--- src/rtl/word_hasher_if.sv ---
// Character-in / hash-out bundle between the tokenizer source and word_hasher.
// Latency: none (wires only).
// Backpressure: none; the source may present one character every cycle.
interface word_hasher_if #(
    parameter int LEN_W = 5
);
    logic [7:0]       char_in;
    logic             char_valid;
    logic             flush;
    logic [9:0]       hash1;
    logic [9:0]       hash2;
    logic [LEN_W-1:0] word_len;
    logic             hash_ready;
    logic             overflow;

    // Character source side.
    modport master (
        output char_in, char_valid, flush,
        input  hash1, hash2, word_len, hash_ready, overflow
    );

    // Hasher side.
    modport slave (
        input  char_in, char_valid, flush,
        output hash1, hash2, word_len, hash_ready, overflow
    );
endinterface

--- src/rtl/word_hasher.sv ---
// Splits a byte stream into case-folded words and computes two 10-bit hashes per word.
// Latency: 1 cycle from the terminating delimiter/flush to the hash_ready/overflow strobe.
// Backpressure: none; accepts one character per cycle, downstream must take every strobe.
module word_hasher #(
    parameter int         MAX_LEN = 16,
    parameter int         LEN_W   = 5,
    parameter logic [9:0] H2_SEED = 10'h155
) (
    input  logic          clk,
    input  logic          rst_n,
    word_hasher_if.slave  bus
);

    typedef enum logic [1:0] {
        S_IDLE,
        S_IN_WORD,
        S_OVERFLOW
    } state_t;

    localparam logic [7:0] APOSTROPHE = 8'h27;

    state_t           state;
    state_t           state_next;

    logic [9:0]       acc1;
    logic [9:0]       acc2;
    logic [LEN_W-1:0] len;

    logic             is_upper;
    logic             is_lower;
    logic             letter_vld;
    logic             delim_vld;
    logic             term;
    logic [7:0]       letter_c;
    logic [9:0]       acc1_upd;
    logic [9:0]       acc2_upd;
    logic             take;
    logic             ovf_letter;
    logic [9:0]       acc1_next;
    logic [9:0]       acc2_next;
    logic [LEN_W-1:0] len_next;
    logic             do_emit;
    logic             do_ovf;

    // Classify the incoming byte, fold case and precompute the accumulator updates.
    always_comb begin
        is_upper   = (bus.char_in >= 8'h41) && (bus.char_in <= 8'h5A);
        is_lower   = (bus.char_in >= 8'h61) && (bus.char_in <= 8'h7A);
        letter_vld = bus.char_valid && (is_upper || is_lower);
        // Apostrophes are neither letters nor delimiters: "don't" hashes as "dont".
        delim_vld  = bus.char_valid && !(is_upper || is_lower) && (bus.char_in != APOSTROPHE);
        term       = delim_vld || bus.flush;
        letter_c   = is_upper ? (bus.char_in + 8'h20) : bus.char_in;
        // acc1*31 computed as acc1*32 - acc1; 10-bit wraparound gives the mod 1024.
        acc1_upd   = (acc1 << 5) - acc1 + {2'b00, letter_c};
        acc2_upd   = {acc2[6:0], acc2[9:7]} ^ {2'b00, letter_c};

        take       = letter_vld &&
                     ((state == S_IDLE) ||
                      ((state == S_IN_WORD) && (len < LEN_W'(MAX_LEN))));
        ovf_letter = letter_vld && (state == S_IN_WORD) && (len >= LEN_W'(MAX_LEN));

        // A letter arriving with flush is folded in before the word is emitted.
        acc1_next  = take ? acc1_upd : acc1;
        acc2_next  = take ? acc2_upd : acc2;
        len_next   = take ? (len + LEN_W'(1)) : len;
    end

    // Next-state and strobe decode.
    always_comb begin
        state_next = state;
        do_emit    = 1'b0;
        do_ovf     = 1'b0;
        case (state)
            S_IDLE: begin
                if (take) begin
                    if (bus.flush) begin
                        do_emit = 1'b1;
                    end else begin
                        state_next = S_IN_WORD;
                    end
                end
            end
            S_IN_WORD: begin
                if (ovf_letter) begin
                    if (bus.flush) begin
                        do_ovf     = 1'b1;
                        state_next = S_IDLE;
                    end else begin
                        state_next = S_OVERFLOW;
                    end
                end else if (term) begin
                    do_emit    = 1'b1;
                    state_next = S_IDLE;
                end
            end
            S_OVERFLOW: begin
                if (term) begin
                    do_ovf     = 1'b1;
                    state_next = S_IDLE;
                end
            end
            default: begin
                state_next = S_IDLE;
            end
        endcase
    end

    // State register.
    always_ff @(posedge clk or negedge rst_n) begin
        if (!rst_n) begin
            state <= S_IDLE;
        end else begin
            state <= state_next;
        end
    end

    // Accumulators; reinitialised on the terminating edge so the next word starts cleanly.
    always_ff @(posedge clk or negedge rst_n) begin
        if (!rst_n) begin
            acc1 <= 10'd0;
            acc2 <= H2_SEED;
            len  <= '0;
        end else if (do_emit || do_ovf) begin
            acc1 <= 10'd0;
            acc2 <= H2_SEED;
            len  <= '0;
        end else if (take) begin
            acc1 <= acc1_upd;
            acc2 <= acc2_upd;
            len  <= len_next;
        end
    end

    // Output registers: strobes last one cycle, hashes hold until the next emit.
    always_ff @(posedge clk or negedge rst_n) begin
        if (!rst_n) begin
            bus.hash1      <= 10'd0;
            bus.hash2      <= 10'd0;
            bus.word_len   <= '0;
            bus.hash_ready <= 1'b0;
            bus.overflow   <= 1'b0;
        end else begin
            bus.hash_ready <= do_emit;
            bus.overflow   <= do_ovf;
            if (do_emit) begin
                bus.hash1    <= acc1_next;
                bus.hash2    <= acc2_next;
                bus.word_len <= len_next;
            end
        end
    end

endmodule

--- src/flat_wrapper.sv ---
// flat-port wrapper written by rule: the top's interface ports become plain ports
module word_hasher_flat 
#(
    parameter int         MAX_LEN = 16,
    parameter int         LEN_W   = 5,
    parameter logic [9:0] H2_SEED = 10'h155
)
  (clk, rst_n, bus_char_in, bus_char_valid, bus_flush, bus_hash1, bus_hash2, bus_word_len, bus_hash_ready, bus_overflow);
  word_hasher_if #(.LEN_W(LEN_W)) bus_i ();
  input  logic clk;
  input  logic rst_n;
  input wire logic [$bits(bus_i.char_in)-1:0] bus_char_in;
  input wire logic [$bits(bus_i.char_valid)-1:0] bus_char_valid;
  input wire logic [$bits(bus_i.flush)-1:0] bus_flush;
  output wire logic [$bits(bus_i.hash1)-1:0] bus_hash1;
  output wire logic [$bits(bus_i.hash2)-1:0] bus_hash2;
  output wire logic [$bits(bus_i.word_len)-1:0] bus_word_len;
  output wire logic [$bits(bus_i.hash_ready)-1:0] bus_hash_ready;
  output wire logic [$bits(bus_i.overflow)-1:0] bus_overflow;
  assign bus_i.char_in = bus_char_in;
  assign bus_i.char_valid = bus_char_valid;
  assign bus_i.flush = bus_flush;
  assign bus_hash1 = bus_i.hash1;
  assign bus_hash2 = bus_i.hash2;
  assign bus_word_len = bus_i.word_len;
  assign bus_hash_ready = bus_i.hash_ready;
  assign bus_overflow = bus_i.overflow;
  word_hasher #(.MAX_LEN(MAX_LEN), .LEN_W(LEN_W), .H2_SEED(H2_SEED)) u_core (.clk(clk), .rst_n(rst_n), .bus(bus_i));
endmodule
--- config.mk ---
export PLATFORM = sky130hd
export DESIGN_NAME = word_hasher_flat
export DESIGN_NICKNAME = d
export VERILOG_FILES = /design/src/rtl/word_hasher_if.sv /design/src/rtl/word_hasher.sv /design/src/flat_wrapper.sv
export SDC_FILE = /design/constraint.sdc
export NUM_CORES = 1
export LEC_CHECK = 0
export ABC_CLOCK_PERIOD_IN_PS = 3040
export CAP_MARGIN = 20
export CORE_MARGIN = 10
export CORE_UTILIZATION = 56
export DETAILED_ROUTE_END_ITERATION = 10
export PLACE_DENSITY = 0.8
export SYNTH_ARGS = -nofsm -noshare
export SYNTH_HDL_FRONTEND = slang
export SYNTH_SLANG_ARGS = --single-unit
--- constraint.sdc ---
create_clock -name clk -period 3.04 [get_ports clk]
set_input_delay 0.456 -clock clk [delete_from_list [all_inputs] [get_ports clk]]
set_output_delay 0.456 -clock clk [all_outputs]
set_load 0.01 [all_outputs]
Word level (Yosys, flattened, before mapping)

Index checks and enable logic that the tools add are counted.

Register bits after elaboration: 54
Bits in latches: 0
Bits in writable memories: 0
Bits in read-only memories: 0
Output and inout port bits: 27
Word-level logic and storage cells: 63
Memories: 0

Add/subtract/negate cells: 4
Multiply operators: 0
Divide/modulo/power cells: 0
Order comparisons: 6
Eq/ne operators: 5
Shift operators: 0
Multiplexer cells: 21
Bitwise operators: 1
Reductions and logical operators: 17

Operators with widths:

| cell                                                                                 | count |
|---|---|
| 10-bit 2-to-1 mux                                                                    | 4 |
| 8-bit by 7-bit greater-or-equal comparator with 1-bit output (second input constant) | 2 |
| 8-bit by 7-bit less-or-equal comparator with 1-bit output (second input constant)    | 2 |
| 5-bit 2-to-1 mux                                                                     | 3 |
| 10-bit by 8-bit adder with 10-bit output                                             | 1 |
| 2-bit 2-to-1 mux                                                                     | 5 |
| 10-bit subtractor                                                                    | 1 |
| 10-bit by 8-bit XOR with 10-bit output                                               | 1 |
| 1-bit logical AND                                                                    | 9 |
| 8-bit by 6-bit adder with 8-bit output (second input constant)                       | 1 |
| 8-bit 2-to-1 mux                                                                     | 1 |
| 8-bit by 6-bit != test with 1-bit output (second input constant)                     | 1 |
| 2-bit case mux with 3 select lines                                                   | 1 |
| 5-bit by 1-bit adder with 5-bit output (second input constant)                       | 1 |
| 5-bit greater-or-equal comparator (second input constant)                            | 1 |
| 5-bit < comparator (second input constant)                                           | 1 |
| 1-bit 2-to-1 mux                                                                     | 5 |
| 1-bit logical OR                                                                     | 4 |
| 1-bit case mux with 2 select lines                                                   | 2 |
| 2-bit by 1-bit == test with 1-bit output (second input constant)                     | 1 |
| 2-bit == test (second input constant)                                                | 1 |
| 2-bit logical NOT                                                                    | 1 |
| 2-bit by 1-bit != test with 1-bit output (second input constant)                     | 1 |
| 2-bit != test (second input constant)                                                | 1 |
| 3 further kinds                                                                      | 3 |

Longest topological paths before layout

Depth in word-level cells: 12
Depth in mapped cells: 14

Worst setup path before layout

OpenSTA, ideal clock, no wires.

Kind: input -> register
Start point: in bus_char_in[2]
End point: reg u_core.bus.hash1[9]
Arrival: 3678 ps
Data required time: 2958 ps
Slack: -720 ps
Stages on the path: 11
Path buffers: 1
Cell sequence: buf_2 > or4_1 > or2_2 > a41oi_1 > fa_1 > ha_1 > or3_1 > o211ai_1 > a21oi_1 > or4_1 > a31oi_1

Word-level cells in the longest chain between the ends: 10
Elaborated cells on any way between the ends: 24
Those cells by class: add/sub: 2; order compare: 4; eq/ne: 1; mux: 6; reduce/logical: 11

RTL lines:

| element                                                                                           | line                 | source |
|---|---|---|
| from (decl)                                                                                       | flat_wrapper.sv:12   | `input wire logic [$bits(bus_i.char_in)-1:0] bus_char_in;` |
| parallel branches: the longest is 10 deep, another holds 10-bit by 8-bit adder with 10-bit output | --                   |  |
| to (signal assigned)                                                                              | word_hasher.sv:147   | `bus.hash1 <= acc1_next;` |
| to (decl)                                                                                         | word_hasher_if.sv:25 | `output hash1, hash2, word_len, hash_ready, overflow` |

Parallel ways; which one is timed is not known.
A chain may end at the register's enable or synchronous reset.

Worst setup path after layout

Start point: in bus_char_in[4]
End point: reg u_core.bus.hash1[9]

Same word-level chain as after synthesis.

==> summary.md <==
| Metric | Value |
|---|---|
| Wire per inst | `around 16 um` |
| CTS sink cnt | `54` |
| Pint | `between 2 and 2.5 mW` |
| Core Util, Final | `0.759` |
| Initial antenna violation count | `0` |
| CP Buf/Inv Count | `1` |
| Die X | `94.4 um` |
| Mapped Cells | `319` |
| Pwr dens | `between 900 and 1000 nW/um^2` |
| Minimum clock period | `approximately 3300 ps` |
| Largest stage delay, worst path | `550 ps` |
| Clock network power share | `0.127` |
| GRT Resource Usage Total | `0.181` |
| Sw frac | `0.384` |
| Status | `finished, violations left` |
| EDFF count, synth | `0` |
| Clock root buffer | `clkbuf_8` |
| Initial Utilization | `0.570` |
| Leak Pwr | `1.83 nW` |
| Max-slew violation count | `0` |
| Layout cell share with drive strength beyond 1 | `0.260` |
| DRC | `0` |
| Relative slew slack | `0.398` |
| Crit Path Class | `in2reg` |
| Worst setup EP type | `flip-flop` |
| Io pins | `39` |
| Final instance area | `4130 um^2` |
| Worst EP required | `3280 ps` |
| Comb pwr share | `0.572` |
| Sequential share of power | `0.301` |
| Fin crit share | `1.07` |
| CP delay by family, top | `simple AND/OR/NAND/NOR gates` |
| Fin. Hold Viols | `0` |
| Detail Route Antenna Nets | `0` |
| Layout area overhead | `33.2%` |
| Nets@finish | `436` |
| Max Freq | `307 MHz` |
| RSZ-0062 raised after global routing | `yes` |
| P_sw | `1.56 mW` |
| Final WL | `7750 um` |
| Reg clk slew, reported paths | `100 ps` |
| Crit path cell chain | `buf_6 > or4_4 > or2_4 > a41o_1 > fa_1 > ha_2 > or3_4 > o211ai_1 > a21oi_2 > or4_4 > a31oi_1` |
| VDD IR max | `0.692 mV` |
| Worst path slowest cell | `or4_4` |
| Largest net degree at the start of global routing | `39` |
| Yosys warning count | `0` |
| Setup ws final | `-213 ps` |
| Synth cell types | `52` |
| Most used cell, CP | `or4_4` |
| Ys async rst share | `1.00` |
| Max cap viols | `0` |
| Vias in the first global route | `around 2,700` |
| HPWL Detailed | `around 5600 um` |
| CTS Buffer Depth | `2` |
| Syn nets | `356` |
| DRT Pass-1 Iters | `4` |
| Worst-Margin Slew | `880 ps` |
| Worst skew pair latency | `310 ps` |
| WP data arrival | `3490 ps` |
| Main flop type after synthesis | `dfrtp_1` |
| CTS buffer count | `5` |
| Die ar. | `between 8000 and 9000 um^2` |
| Register area share after synthesis | `0.438` |
| Pwr Total | `~4.1 mW` |
| IO buf count | `38` |
| Mean Syn Cell Area | `between 9 and 10 um^2` |
| Area of the mapped netlist | `3100 um^2` |
| FP Rows | `27` |
| CTS tree | `built` |
| H-tree Lvls | `2` |
| Failing checks | `negative setup slack` |
| Die Y | `around 94 um` |
| Hold_ws | `163 ps` |
| Initial DRC Count | `155` |
| Antenna fix cells | `0` |
| Vias/cell | `5.47` |
| First-pass GRT wire length | `12,800 um` |
| Count of final setup violators | `4` |
| Worst-path fanout max | `2` |
| Gr ovfl total | `0` |
| DP Worst Slack | `-941 ps` |
| Placed Instance Area | `approximately 3800 um^2` |
| CP startpoint kind | `input port` |
| Core region area | `5440 um^2` |
| Synth Register Bits | `54` |
| Clk_skew | `roughly 12 ps` |
| RD Place Congestion | `0.860` |
| Via count | `2,580` |
| Worst hold path type | `in2async` |
[cell usage after synthesis, types with 5 or more instances]
cell       n  area share
dfrtp_1   49        0.40
o21ai_0   11       0.018
nor2_1    47       0.057
ha_1      21       0.085
xnor2_1   12       0.034
mux2i_1   12       0.039
buf_2      6      0.0097
nand2_1   12       0.015
nand2b_1   6       0.012
inv_1     30       0.036
a21oi_1   31       0.050
dfstp_2    5       0.042
[worst reg2reg max path, stage by stage, from the launching register on]
cell and delay [ps]:
dfrtp_1 400, inv_1 70, ha_1 270, ha_1 150
inv_1 50, fa_1 380, nand2b_1 190, a21oi_2 200
o211ai_1 160, and3_1 180, or4_4 490, a31oi_1 150
[logic make-up after synthesis]
logic type,count (synthesis),synth area share
mux,15,0.0497
xor+xnor,16,0.0452
compound gates,70,0.140
fa+ha+maj,25,0.111
buf+inv,44,0.0630
flops,54,0.438
simple gates,95,0.153
[area by class of cell]
cell class | instances | area (um^2)
multi-input cells | 221 | 1680
fillers | 402 | 1310
repair buffers | 87 | 763
inverters | 30 | 113
clock inverters | 2 | 38.8
clock buffers | 6 | 82.6
flip-flops and latches | 54 | 1360
well taps | 72 | 90.1
[flip-flops by register name, indices dropped and copies added, names as in the netlist]
register,flops
u_core.bus.hash2,10
u_core.acc2,10
u_core.bus.word_len,5
u_core.bus.overflow,1
u_core.len,5
u_core.state,2
u_core.acc1,10
u_core.bus.hash_ready,1
u_core.bus.hash1,10
[power by group through the flow]
stage	sequential, mW	combinational [mW]	clock, mW
floorplan	1.28	1.15	0
global placement	1.22	2.07	0
detailed placement	1.23	2.10	0
CTS	1.22	2.23	0.526
global route	1.26	2.58	0.557
finish	1.22	2.32	0.514
[routing by layer]
metal / vias up / wire length [um] / global-route usage
li1: 1248 / - / -
met1: 1273 / 3480 / 0.235
met2: 48 / 3730 / 0.288
met3: 11 / 393 / 0.0444
met4: 0 / 142 / 0.0595
met5: - / 0 / 0
[placed cells by master (no fill, tap or decap), types with 12 or more instances in the layout]
cell / netlist / layout
a21oi_1: 31 / 27
buf_4: 0 / 45
clkdlybuf4s50_1: 0 / 29
dfrtp_1: 49 / 49
ha_1: 21 / 17
inv_1: 30 / 28
mux2i_1: 12 / 12
nand2_1: 12 / 12
nor2_1: 47 / 47
xnor2_1: 12 / 12
[through the flow]
step | TNS [ps] | std cells
global placement | -6580 | 454
detailed placement | -11550 | 454
global route | -1010 | 472
floorplan | -724 | 319
CTS | -1130 | 468
finish | -543 | 472
[path summary, 6_finish.rpt]
path | from | end | slack, ps | cells after the start
hold reg to reg | u_core.bus.hash1[0]$_DFFE_PN0P_ | u_core.bus.hash1[0]$_DFFE_PN0P_ | 520 | 2
setup reg to reg | u_core.acc1[1]$_DFF_PN0_ | u_core.bus.hash1[9]$_DFFE_PN0P_ | 280 | 11
max in group asynchronous | rst_n | u_core.acc2[8]$_DFF_PN1_ | 2050 | 2
min in group clk | u_core.bus.hash1[0]$_DFFE_PN0P_ | u_core.bus.hash1[0]$_DFFE_PN0P_ | 520 | 2
hold / removal | rst_n | u_core.len[3]$_DFFE_PN0P_ | 160 | 1
setup / recovery | bus_char_in[4] | u_core.bus.hash1[9]$_DFFE_PN0P_ | -210 | 11
[timing repair]
action	in CTS	in global routing
resized for setup	35	14
setup endpoints to repair	10	9
hold buffers	0	0
pin swaps	22	20
setup buffers	6	4
Note: power is estimated with default switching activity, not from simulation.
